==> src/rtl/uart_pkg.sv <==
// Shared UART definitions used by the TX engine and the future RX engine.
//   uart_state_t      : 2-bit frame state (IDLE, START, DATA, STOP)
//   symbol_edge_time  : clock cycles per UART symbol for a clk/baud pair
//   cnt_width         : width of a counter that spans 0..n-1
package uart_pkg;

  typedef enum logic [1:0] {
    IDLE  = 2'd0,
    START = 2'd1,
    DATA  = 2'd2,
    STOP  = 2'd3
  } uart_state_t;

  function automatic int unsigned symbol_edge_time(input int unsigned clock_freq,
                                                   input int unsigned baud_rate);
    return clock_freq / baud_rate;
  endfunction

  function automatic int unsigned cnt_width(input int unsigned n);
    return (n <= 1) ? 1 : $clog2(n);
  endfunction

endpackage

==> src/rtl/uart_baud_counter.sv <==
// Symbol-period counter. Counts 0..SYMBOL_EDGE_TIME-1 while enabled and wraps;
// tick is high during the last cycle of each symbol, so the consumer advances
// on the wrap edge.
//   clk    in  clock
//   rst_n  in  asynchronous active-low reset
//   enable in  count when high
//   clear  in  force count to 0 (takes priority over enable)
//   tick   out high when enabled and count is at its final value
module uart_baud_counter
  import uart_pkg::*;
#(
  parameter int unsigned SYMBOL_EDGE_TIME = 10
) (
  input  logic clk,
  input  logic rst_n,
  input  logic enable,
  input  logic clear,
  output logic tick
);

  localparam int unsigned CW = cnt_width(SYMBOL_EDGE_TIME);
  localparam logic [CW-1:0] LAST = CW'(SYMBOL_EDGE_TIME - 1);

  logic [CW-1:0] clk_cnt;

  always_ff @(posedge clk or negedge rst_n) begin
    if (!rst_n) begin
      clk_cnt <= '0;
    end else if (clear) begin
      clk_cnt <= '0;
    end else if (enable) begin
      if (clk_cnt == LAST) clk_cnt <= '0;
      else                 clk_cnt <= clk_cnt + 1'b1;
    end
  end

  assign tick = enable && (clk_cnt == LAST);

endmodule

==> src/rtl/uart_tx_engine.sv <==
// 8N1 UART transmitter. Takes a byte over a valid/ready handshake and shifts
// it out as start(0), 8 data bits LSB first, stop(1). Line idles high.
//   clk            in   clock, all state on rising edge
//   rst_n          in   asynchronous active-low reset (aborts any frame)
//   data_in[7:0]   in   byte to send, sampled on the accept edge only
//   data_in_valid  in   producer has a byte
//   data_in_ready  out  engine idle and able to accept (registered)
//   serial_out     out  UART line (registered)
module uart_tx_engine
  import uart_pkg::*;
#(
  parameter int unsigned CLOCK_FREQ = 125_000_000,
  parameter int unsigned BAUD_RATE  = 115_200
) (
  input  logic       clk,
  input  logic       rst_n,
  input  logic [7:0] data_in,
  input  logic       data_in_valid,
  output logic       data_in_ready,
  output logic       serial_out
);

  localparam int unsigned SET = symbol_edge_time(CLOCK_FREQ, BAUD_RATE);

  uart_state_t state, state_nxt;
  logic [7:0]  shift_q, shift_nxt;
  logic [2:0]  bit_cnt, bit_cnt_nxt;
  logic        serial_q, serial_nxt;
  logic        ready_q, ready_nxt;
  logic        accept;
  logic        tick;

  assign accept = data_in_valid && ready_q;

  // Cleared on accept so the start bit always lasts a full symbol.
  uart_baud_counter #(
    .SYMBOL_EDGE_TIME(SET)
  ) u_baud (
    .clk    (clk),
    .rst_n  (rst_n),
    .enable (state != IDLE),
    .clear  (accept),
    .tick   (tick)
  );

  always_ff @(posedge clk or negedge rst_n) begin
    if (!rst_n) begin
      state    <= IDLE;
      shift_q  <= '0;
      bit_cnt  <= '0;
      serial_q <= 1'b1;
      ready_q  <= 1'b1;
    end else begin
      state    <= state_nxt;
      shift_q  <= shift_nxt;
      bit_cnt  <= bit_cnt_nxt;
      serial_q <= serial_nxt;
      ready_q  <= ready_nxt;
    end
  end

  // Outputs are registered: the line value for the coming symbol is chosen
  // here from the next state, so it appears on the same edge the state moves.
  always_comb begin
    state_nxt   = state;
    shift_nxt   = shift_q;
    bit_cnt_nxt = bit_cnt;
    serial_nxt  = serial_q;
    ready_nxt   = ready_q;
    unique case (state)
      IDLE: begin
        serial_nxt = 1'b1;
        ready_nxt  = 1'b1;
        if (accept) begin
          state_nxt   = START;
          shift_nxt   = data_in;
          bit_cnt_nxt = '0;
          serial_nxt  = 1'b0;
          ready_nxt   = 1'b0;
        end
      end
      START: begin
        if (tick) begin
          state_nxt  = DATA;
          serial_nxt = shift_q[0];
        end
      end
      DATA: begin
        if (tick) begin
          bit_cnt_nxt = bit_cnt + 3'd1;
          if (bit_cnt == 3'd7) begin
            state_nxt  = STOP;
            serial_nxt = 1'b1;
          end else begin
            serial_nxt = shift_q[bit_cnt_nxt];
          end
        end
      end
      STOP: begin
        if (tick) begin
          state_nxt  = IDLE;
          serial_nxt = 1'b1;
          ready_nxt  = 1'b1;
        end
      end
      default: begin
        state_nxt  = IDLE;
        serial_nxt = 1'b1;
        ready_nxt  = 1'b1;
      end
    endcase
  end

  assign serial_out    = serial_q;
  assign data_in_ready = ready_q;

endmodule

==> config.mk <==
export PLATFORM = sky130hd
export DESIGN_NAME = uart_tx_engine
export DESIGN_NICKNAME = d
export VERILOG_FILES = /design/src/rtl/uart_pkg.sv /design/src/rtl/uart_baud_counter.sv /design/src/rtl/uart_tx_engine.sv
export SDC_FILE = /design/constraint.sdc
export NUM_CORES = 1
export LEC_CHECK = 0
export BUFFER_PORTS_ARGS = -buffer_cell sky130_fd_sc_hd__buf_2
export CELL_PAD_IN_SITES_DETAIL_PLACEMENT = 0
export CELL_PAD_IN_SITES_GLOBAL_PLACEMENT = 1
export CORE_MARGIN = 1.5
export CORE_UTILIZATION = 40
export DETAILED_ROUTE_END_ITERATION = 10
export PLACE_DENSITY_LB_ADDON = 0.25
export SLEW_MARGIN = 10
export SYNTH_ARGS = -nofsm -noshare
export SYNTH_HDL_FRONTEND = slang
export SYNTH_SLANG_ARGS = --single-unit
==> constraint.sdc <==
create_clock -name clk -period 2.79 [get_ports clk]
set_input_delay 0.279 -clock clk [delete_from_list [all_inputs] [get_ports clk]]
set_output_delay 0.279 -clock clk [all_outputs]
set_load 0.02 [all_outputs]
# Yosys cells after proc, flatten, opt, wreduce, memory -nomap -nowiden
# Index checks and enable logic that the tools add are counted.
[word_totals]
ramBits = 0
latchBits = 0
output_inout_bits = 2
wordCells = 52
n_memories = 0
ff_bits = 26
rom_bits = 0
[classes]
add_sub_neg = 2
n_eq_ne = 10
mul = 0
mux = 21
order_cmp = 1
bitwise_logic = 0
shifts = 0
n_reduce_logical = 12
div = 0
[ops]
columns = ["operator", "n"]
rows = [
  ["two-way mux 11 bit", 3],
  ["adder 11 x 1 -> 11 bit, second input constant", 1],
  ["equality test 11 bit, second input constant", 1],
  ["two-way mux 2 bit", 5],
  ["inequality test 2 bit, second input constant", 5],
  ["case mux 2 bit (4 select lines)", 1],
  ["nonzero test 2 bit", 4],
  ["two-way mux 1 bit", 6],
  ["two-way mux 3 bit", 2],
  ["case mux 3 bit (2 select lines)", 1],
  ["AND reduction 3 bit", 2],
  ["AND reduction 5 bit", 1],
  ["equality test 2 bit, second input constant", 2],
  ["< comparator 3 x 4 -> 1 bit, second input constant", 1],
  ["case mux 1 bit (4 select lines)", 1],
  ["AND reduction 2 bit", 2],
  ["adder 3 x 1 -> 3 bit, second input constant", 1],
  ["binary-select mux 1 bit (select 3 bit)", 1],
  ["equality test 3 bit, second input constant", 1],
  ["equality test 2 x 1 -> 1 bit, second input constant", 1],
  ["logical AND 1 bit", 2],
  ["zero test 2 bit", 1],
  ["case mux 1 bit (2 select lines)", 1],
]

# Depth between registers and ports, before layout
# Gate-level depths: netlist of the first run.
[depth]
depth_word = 6
depth_mapped = 9

# Hierarchy
# A second synthesis of the first run with hierarchy kept.
[hier_totals]
hier_cells = 134
hier_area_um2 = 1482.7
[by_module_without_submodules]
columns = ["mod", "instances", "cells_each", "area_per_inst_um2"]
rows = [
  ["uart_tx_engine", 1, 61, 792.0],
  ["uart_baud_counter", 1, 73, 690.7],
]

# Worst setup path after synthesis of the first run
# No wires, ideal clock.
[synth_timing]
kind = "register to register"
start = "register state[0]"
end = "register state[1]"
stages_incl_launch_ff = 8
setup_time_ns = 0.128
arrival_ns = 1.823
slack_ns = 0.839
period_less_slack_ns = 1.951
required_time_ns = 2.662
cell_sequence = "dfrtp_1 inv_1 ha_1 clkbuf_1 nor4_4 nor2_2 nor3_2 mux2_1"
[synth_between]
elab_chain_cells = 4
word_cells_on_any_way = 13
classes_between = "8 x eq/ne; 1 x mux; 4 x reduce/logical"
[synth_rtl]
columns = ["item", "line_no", "rtl"]
rows = [
  ["start: declaration", "uart_tx_engine.sv:25", "uart_state_t state, state_nxt;"],
  ["start signal: assignment", "uart_tx_engine.sv:54", "state <= state_nxt;"],
  ["nonzero test 2 bit", "uart_tx_engine.sv:41", ".enable (state != IDLE),"],
  ["logical AND 1 bit", "uart_baud_counter.sv:37", "assign tick = enable && (clk_cnt == LAST);"],
  ["inequality test 2 bit (no line)", "--", ""],
  ["AND reduction 5 bit (no line)", "--", ""],
]
# Parallel ways exist; a longest one is shown, timed or not.
# A chain may end at the register's enable or synchronous reset.

# Final worst setup path of the first run
# Same ends and word-level chain as after synthesis.

==> results of run 1 <==
[layer usage]
| layer | vias up | routed length (um) |
|---|---|---|
| met5 | - | 0 |
| met4 | 0 | 55 |
| met3 | 5 | 80 |
| met2 | 18 | 1197 |
| met1 | 480 | 1303 |
| li1 | 505 | - |
[registers in the layout (all words and copies together), names as in the netlist]
| name | cells |
|---|---|
| bit_cnt | 3 |
| data_in_ready | 1 |
| u_baud.clk_cnt | 11 |
| serial_out | 1 |
| state | 2 |
| shift_q | 8 |
[layout make-up]
cell class | instances | area [um^2]
multi-input cells | 97 | 732.0
repair buffers | 13 | 70.07
fillers | 323 | 1822
flip-flops and latches | 26 | 653.1
clock buffers | 4 | 36.28
inverters | 5 | 18.77
well taps | 46 | 57.56
[Yosys cell counts]
cell      instances  area, um^2
a22o_1            2       17.52
o22a_1            1       8.760
xor2_1            5       43.79
o22ai_1           1       6.260
mux2_1            1       11.26
dfrtp_1          24       600.6
a211o_1           1       8.760
o31ai_1           2       15.01
a21bo_2           1       10.01
mux2_2           11       123.9
or4b_4            1       13.76
nor3_1            4       20.02
nand2_1          12       45.04
nor2b_1           1       6.260
nand3_1           4       20.02
o41a_1            1       11.26
xnor2_1           1       8.760
mux2i_1           4       40.04
inv_1             5       18.77
nand4_1           4       25.02
nor2_1           11       41.29
ha_1              8       100.1
a41oi_1           3       26.28
nor3_2            1       10.01
a31oi_1           3       18.77
nand2b_1          3       18.77
a21boi_0          1       7.510
and2_1            1       6.260
dfstp_2           2       52.55
o32a_1            1       10.01
a21oi_1           1       5.000
nor4_4            1       21.27
nor2_2            1       6.260
o21ai_0           5       25.02
clkbuf_1          6       22.52
[worst max-delay path, stage by stage, from the launching register on]
cell and delay [ns]:
dfrtp_1 0.43, inv_1 0.09, ha_1 0.34, nor4_4 0.48, nor2_2 0.12, nor3_2 0.22, mux2_1 0.34
[placed cells by master (no fill, tap or decap), types with 2 or more instances in the layout]
cell,instances
a22o_1,2
a31oi_1,3
a41oi_1,3
buf_2,12
clkbuf_4,3
dfrtp_1,24
dfstp_2,2
ha_1,8
inv_1,5
mux2_2,11
mux2i_1,4
nand2_1,12
nand2b_1,3
nand3_1,4
nand4_1,4
nor2_1,11
nor3_1,4
o21ai_0,5
o31ai_1,2
xor2_1,5
[cells by family after synthesis]
kind of cell               synth area share
muxes                                0.1228
AOI/OAI and AO/OA                    0.1193
xor gates and xnor gates            0.03684
and+or+nand+nor                      0.1640
DFF                                  0.4579
buffers and inverters               0.02895
adders and majority gates           0.07018
[through the flow]
step	setup WS, ns	utilization	area, um^2	power (mW)	cells
after floorplan	0.8394	-	1426	1.002	134
final	0.6725	0.4625	1568	1.323	191
after global routing	0.5474	0.4625	1568	1.435	191
after global placement	0.7719	0.4489	1521	1.113	186
after CTS	0.6781	0.4625	1568	1.338	191
after detailed placement	0.6927	0.4489	1521	1.130	186
[where the power goes]
part	switching, mW	internal (mW)
sequential	0.0871	0.495
combinational	0.305	0.239
clock	0.117	0.0800
total	0.509	0.814
[how the worst min path moves through the flow]
stage | start | end | slack, ns | cells past startpoint
2_1_floorplan | rst_n | bit_cnt[0]$_DFFE_PN0P_ | -0.02 | 0
3_3_place_gp | rst_n | state[1]$_DFFE_PN0P_ | 0.31 | 1
3_5_place_dp | rst_n | state[1]$_DFFE_PN0P_ | 0.32 | 1
4_1_cts | data_in[2] | shift_q[2]$_DFFE_PN0P_ | 0.15 | 2
5_1_grt | data_in[4] | shift_q[4]$_DFFE_PN0P_ | 0.16 | 2
6_report | data_in[2] | shift_q[2]$_DFFE_PN0P_ | 0.17 | 2
[timing repair]
item                                   4_1_cts  5_1_grt
hold buffers                                 1        0
endpoints found under the hold margin       24        0
resized for setup                            0        0
==> metrics.csv, run 1 <==
metric;value;unit
run status;completed;
Mapped Avg Cell Area;10.64;um^2
minimum clock period;2.117;ns
largest net degree at the start of global routing;27;
initial antenna violation count;0;
Cell Pwr Density;844.0;mW/mm^2
register bit count reported by yosys;26;
DR vias/cell;5.277;
Slew @ Worst Pin;0.5805;ns
Initial DRT Pass Iterations;4;
post-DP HPWL;1883;um
nets@finish;165;
Setup crit start;state[0]$_DFFE_PN0P_;
Max Cap Viol;0;
Remaining DRCs;0;
Total GRT Usage;0.1541;
Die X;62.72;um
Max Freq;472.3;MHz
Synth Warn #;0;
Layout area overhead;9.912;%
die area;0.003933;mm^2
CP required;3.02;ns
maximum VDD drop;0.3865;mV
first-pass GRT wire length;4754;um
grt met3 use;0.01802;
DR vias;1008;
row count;21;
port bufs;12;
Setup Fix Bufs, Post-CTS;0;
synthesized area;0.001426;mm^2
Tightest Hold Check Type;primary input to register;
Crit Path Class;register to register;
met2 GRT Util;0.2487;
setup violators final;0;
GRT overflow;0;
per-cell routed wire length;13.81;um
clock-pin slew on the worst setup and hold paths;0.14;ns
setup TNS;0;ns
starting density of the core;0.4208;
final WL;2638;um
Num CTS Buffers;3;
Arr. time, crit path;2.35;ns
I/O pins;13;
DRC marker count from the first detailed-route iteration;34;
gp weighted congestion;0.8079;
hold slack;0.1654;ns
clock sinks;26;
CTS root buffer;clkbuf_4;
RR Endpoint;state[1]$_DFFE_PN0P_;
share of cells above drive strength 1;0.2345;
Seq/Total Area, Yosys;0.4579;
antenna viol nets, final;0;
Clock Path Buffers;2;
Die Y;62.72;um
core area;0.003390;mm^2
CTS tree;done;
Setup crit end kind;register;
RSZ-0062 raised after global routing;false;
Post-Syn Instances;134;
synth unique cells;35;
global routing usage on met1;0.2035;
Slew headroom;0.6130;
r2r setup slk;0.67;ns
Antenna diodes;0;
GRT Max-Usage Layer;met2;
CP Launch Type;register;
vias in the first global route;1031;
Final Skew;0.004849;ns
static leakage;0.6852;nW
fin crit share;0.7590;
max-slew violations;0;
H-Tree Depth;1;
Final Hold Vio Count;0;
syn_nets;153;
R2R cell count;6;
CP Capture Point;state[1]$_DFFE_PN0P_;
crit-path max FO;10;
Skew-Pair Late Insertion Delay;0.33;ns
RR Startpoint;state[0]$_DFFE_PN0P_;
(Power assumes the default switching activity.)
==> run 2, diff against run 1 <==
==> constraint.sdc (replaced) <==
create_clock -name clk -period 2.1 [get_ports clk]
set_input_delay 0.21 -clock clk [delete_from_list [all_inputs] [get_ports clk]]
set_output_delay 0.21 -clock clk [all_outputs]
set_load 0.02 [all_outputs]
==> metrics.csv, run 2 (synthesis gave the netlist of run 1 again) <==
metric;value;unit;change
run status;completed;;
RR Startpoint;u_baud.clk_cnt[7]$_DFFE_PN0P_;;
final WL;2675;um;+1.4%
gp weighted congestion;0.8514;;+5.4%
Die Y;62.72;um;unchanged
crit-path max FO;5;;-5
hold slack;0.09240;ns;-0.07300 ns
Num CTS Buffers;3;;unchanged
die area;0.003933;mm^2;unchanged
share of cells above drive strength 1;0.2968;;+0.06229
largest net degree at the start of global routing;27;;unchanged
CP max stage delay;0.56;ns;+0.08 ns
Arr. time, crit path;2.30;ns;-0.05 ns
Die X;62.72;um;unchanged
setup TNS;0;ns;unchanged
Final Cell Area;0.001667;mm^2;+6.3%
row count;21;;unchanged
most frequent cells in the layout;24 x dfrtp_1, 12 x nand2_1, 12 x buf_2;;
clock-pin slew on the worst setup and hold paths;0.16;ns;+0.02 ns
Layout area overhead;16.84;%;
Worst path slowest cell;or4b_4;;
Max Cap Viol;0;;unchanged
minimum clock period;2.060;ns;-0.05745 ns
vias in the first global route;1025;;-0.58%
max-slew violations;0;;unchanged
setup violators final;0;;unchanged
fin crit share;0.9810;;+0.2220
hold_sp;data_in[3];;
biggest regs;u_baud.clk_cnt (11), shift_q (8), bit_cnt (3);;
Clock Path Buffers;2;;unchanged
post-DP HPWL;1950;um;+3.5%
antenna viol nets, final;0;;unchanged
DR vias/cell;5.184;;-1.8%
Slew @ Worst Pin;0.5733;ns;-0.007205 ns
Final Hold Vio Count;0;;unchanged
leading cell type in the layout, fill and taps excluded;dfrtp_1;;
Slew headroom;0.6178;;+0.004803
I/O pins;13;;unchanged
CTS root buffer;clkbuf_4;;
Setup crit end kind;register;;
Tightest Hold Check Type;primary input to register;;
DR vias;1042;;+3.4%
Placed Area;0.001582;mm^2;+3.9%
GRT overflow;0;;unchanged
CP Launch Type;register;;
Crit Path Class;register to register;;
first-pass GRT wire length;4816;um;+1.3%
critical-path cell list;or4b_4 -> nor4_4 -> buf_4 -> mux2_2 -> a22o_1;;
Cell Pwr Density;1143;mW/mm^2;+35%
Skew-Pair Late Insertion Delay;0.33;ns;about the same
per-cell routed wire length;13.31;um;-3.6%
Remaining DRCs;0;;unchanged
port bufs;12;;unchanged
initial antenna violation count;0;;unchanged
DRC marker count from the first detailed-route iteration;36;;+5.9%
static leakage;0.7416;nW;+8.2%
core area;0.003390;mm^2;unchanged
maximum VDD drop;0.5096;mV;+32%
CTS tree;done;;
starting density of the core;0.4208;;unchanged
CP required;2.34;ns;-0.68 ns
Max Freq;485.4;MHz;+2.8%
Setup crit start;u_baud.clk_cnt[7]$_DFFE_PN0P_;;
H-Tree Depth;1;;unchanged
max reg flops;11;;unchanged
Total GRT Usage;0.1515;;-0.002545
Final Skew;0.01244;ns;+0.007593 ns
Antenna diodes;0;;unchanged
nets@finish;175;;+6.1%
clock sinks;26;;unchanged
Biggest register;u_baud.clk_cnt;;
Initial DRT Pass Iterations;4;;unchanged
-- run 2: worst max-delay path: cells and delay by family, from the launching register on --
family,cells,cell delay (ns)
compound gates,1,0.19
buf+inv,1,0.18
flops,1,0.42
mux,1,0.32
simple gates,2,0.86
-- run 2: layout make-up --
class / instances / area [um^2]
Clock inverter: 1 / 30.03
Fill cell: 310 / 1723
Multi-Input combinational cell: 97 / 739.5
Tap cell: 46 / 57.56
Timing Repair Buffer: 23 / 145.1
Inverter: 5 / 18.77
Sequential cell: 26 / 653.1
Clock buffer: 3 / 22.52
-- run 2: path summary, 6_finish.rpt --
check	to	slack, ns	cells past startpoint
max	bit_cnt[2]$_DFFE_PN0P_	0.04	5
min	shift_q[3]$_DFFE_PN0P_	0.09	2
max reg2reg	bit_cnt[2]$_DFFE_PN0P_	0.04	5
min reg2reg	serial_out$_DFFE_PN1P_	0.49	2
max in group asynchronous	shift_q[5]$_DFFE_PN0P_	1.33	2
min in group asynchronous	state[1]$_DFFE_PN0P_	0.38	2
-- run 2: layer usage --
metal  wire (um)  GRT usage  vias to the layer above
met5           0          0                        -
met1        1326     0.2129                      493
met4          24    0.06389                        0
met3          83    0.01802                        2
met2        1241     0.2366                       20
li1            -          -                      527
-- run 2: metrics by stage --
stage / setup slack [ns] / utilization / power (mW) / std cells
floorplan: 0.1494 / - / 1.331 / 134
global placement: 0.1219 / 0.4666 / 1.531 / 194
detailed placement: 0.07209 / 0.4666 / 1.549 / 194
CTS: 0.06275 / 0.4851 / 1.911 / 199
global route: -0.02296 / 0.4917 / 2.052 / 201
finish: 0.03998 / 0.4917 / 1.904 / 201
-- run 2: what timing repair did --
| item | 4_1_cts | 5_1_grt |
|---|---|---|
| resized for setup | 0 | 2 |
| hold endpoints to repair | 24 | 0 |
| buffers inserted | 0 | 2 |
| hold buffers | 1 | 0 |
| endpoints found under the setup margin | 0 | 5 |
-- run 2: power breakdown --
| part | internal (mW) | total, mW | switching [mW] |
|---|---|---|---|
| Clock | 0.193 | 0.356 | 0.163 |
| Sequential | 0.658 | 0.759 | 0.101 |
| Combinational | 0.370 | 0.789 | 0.419 |
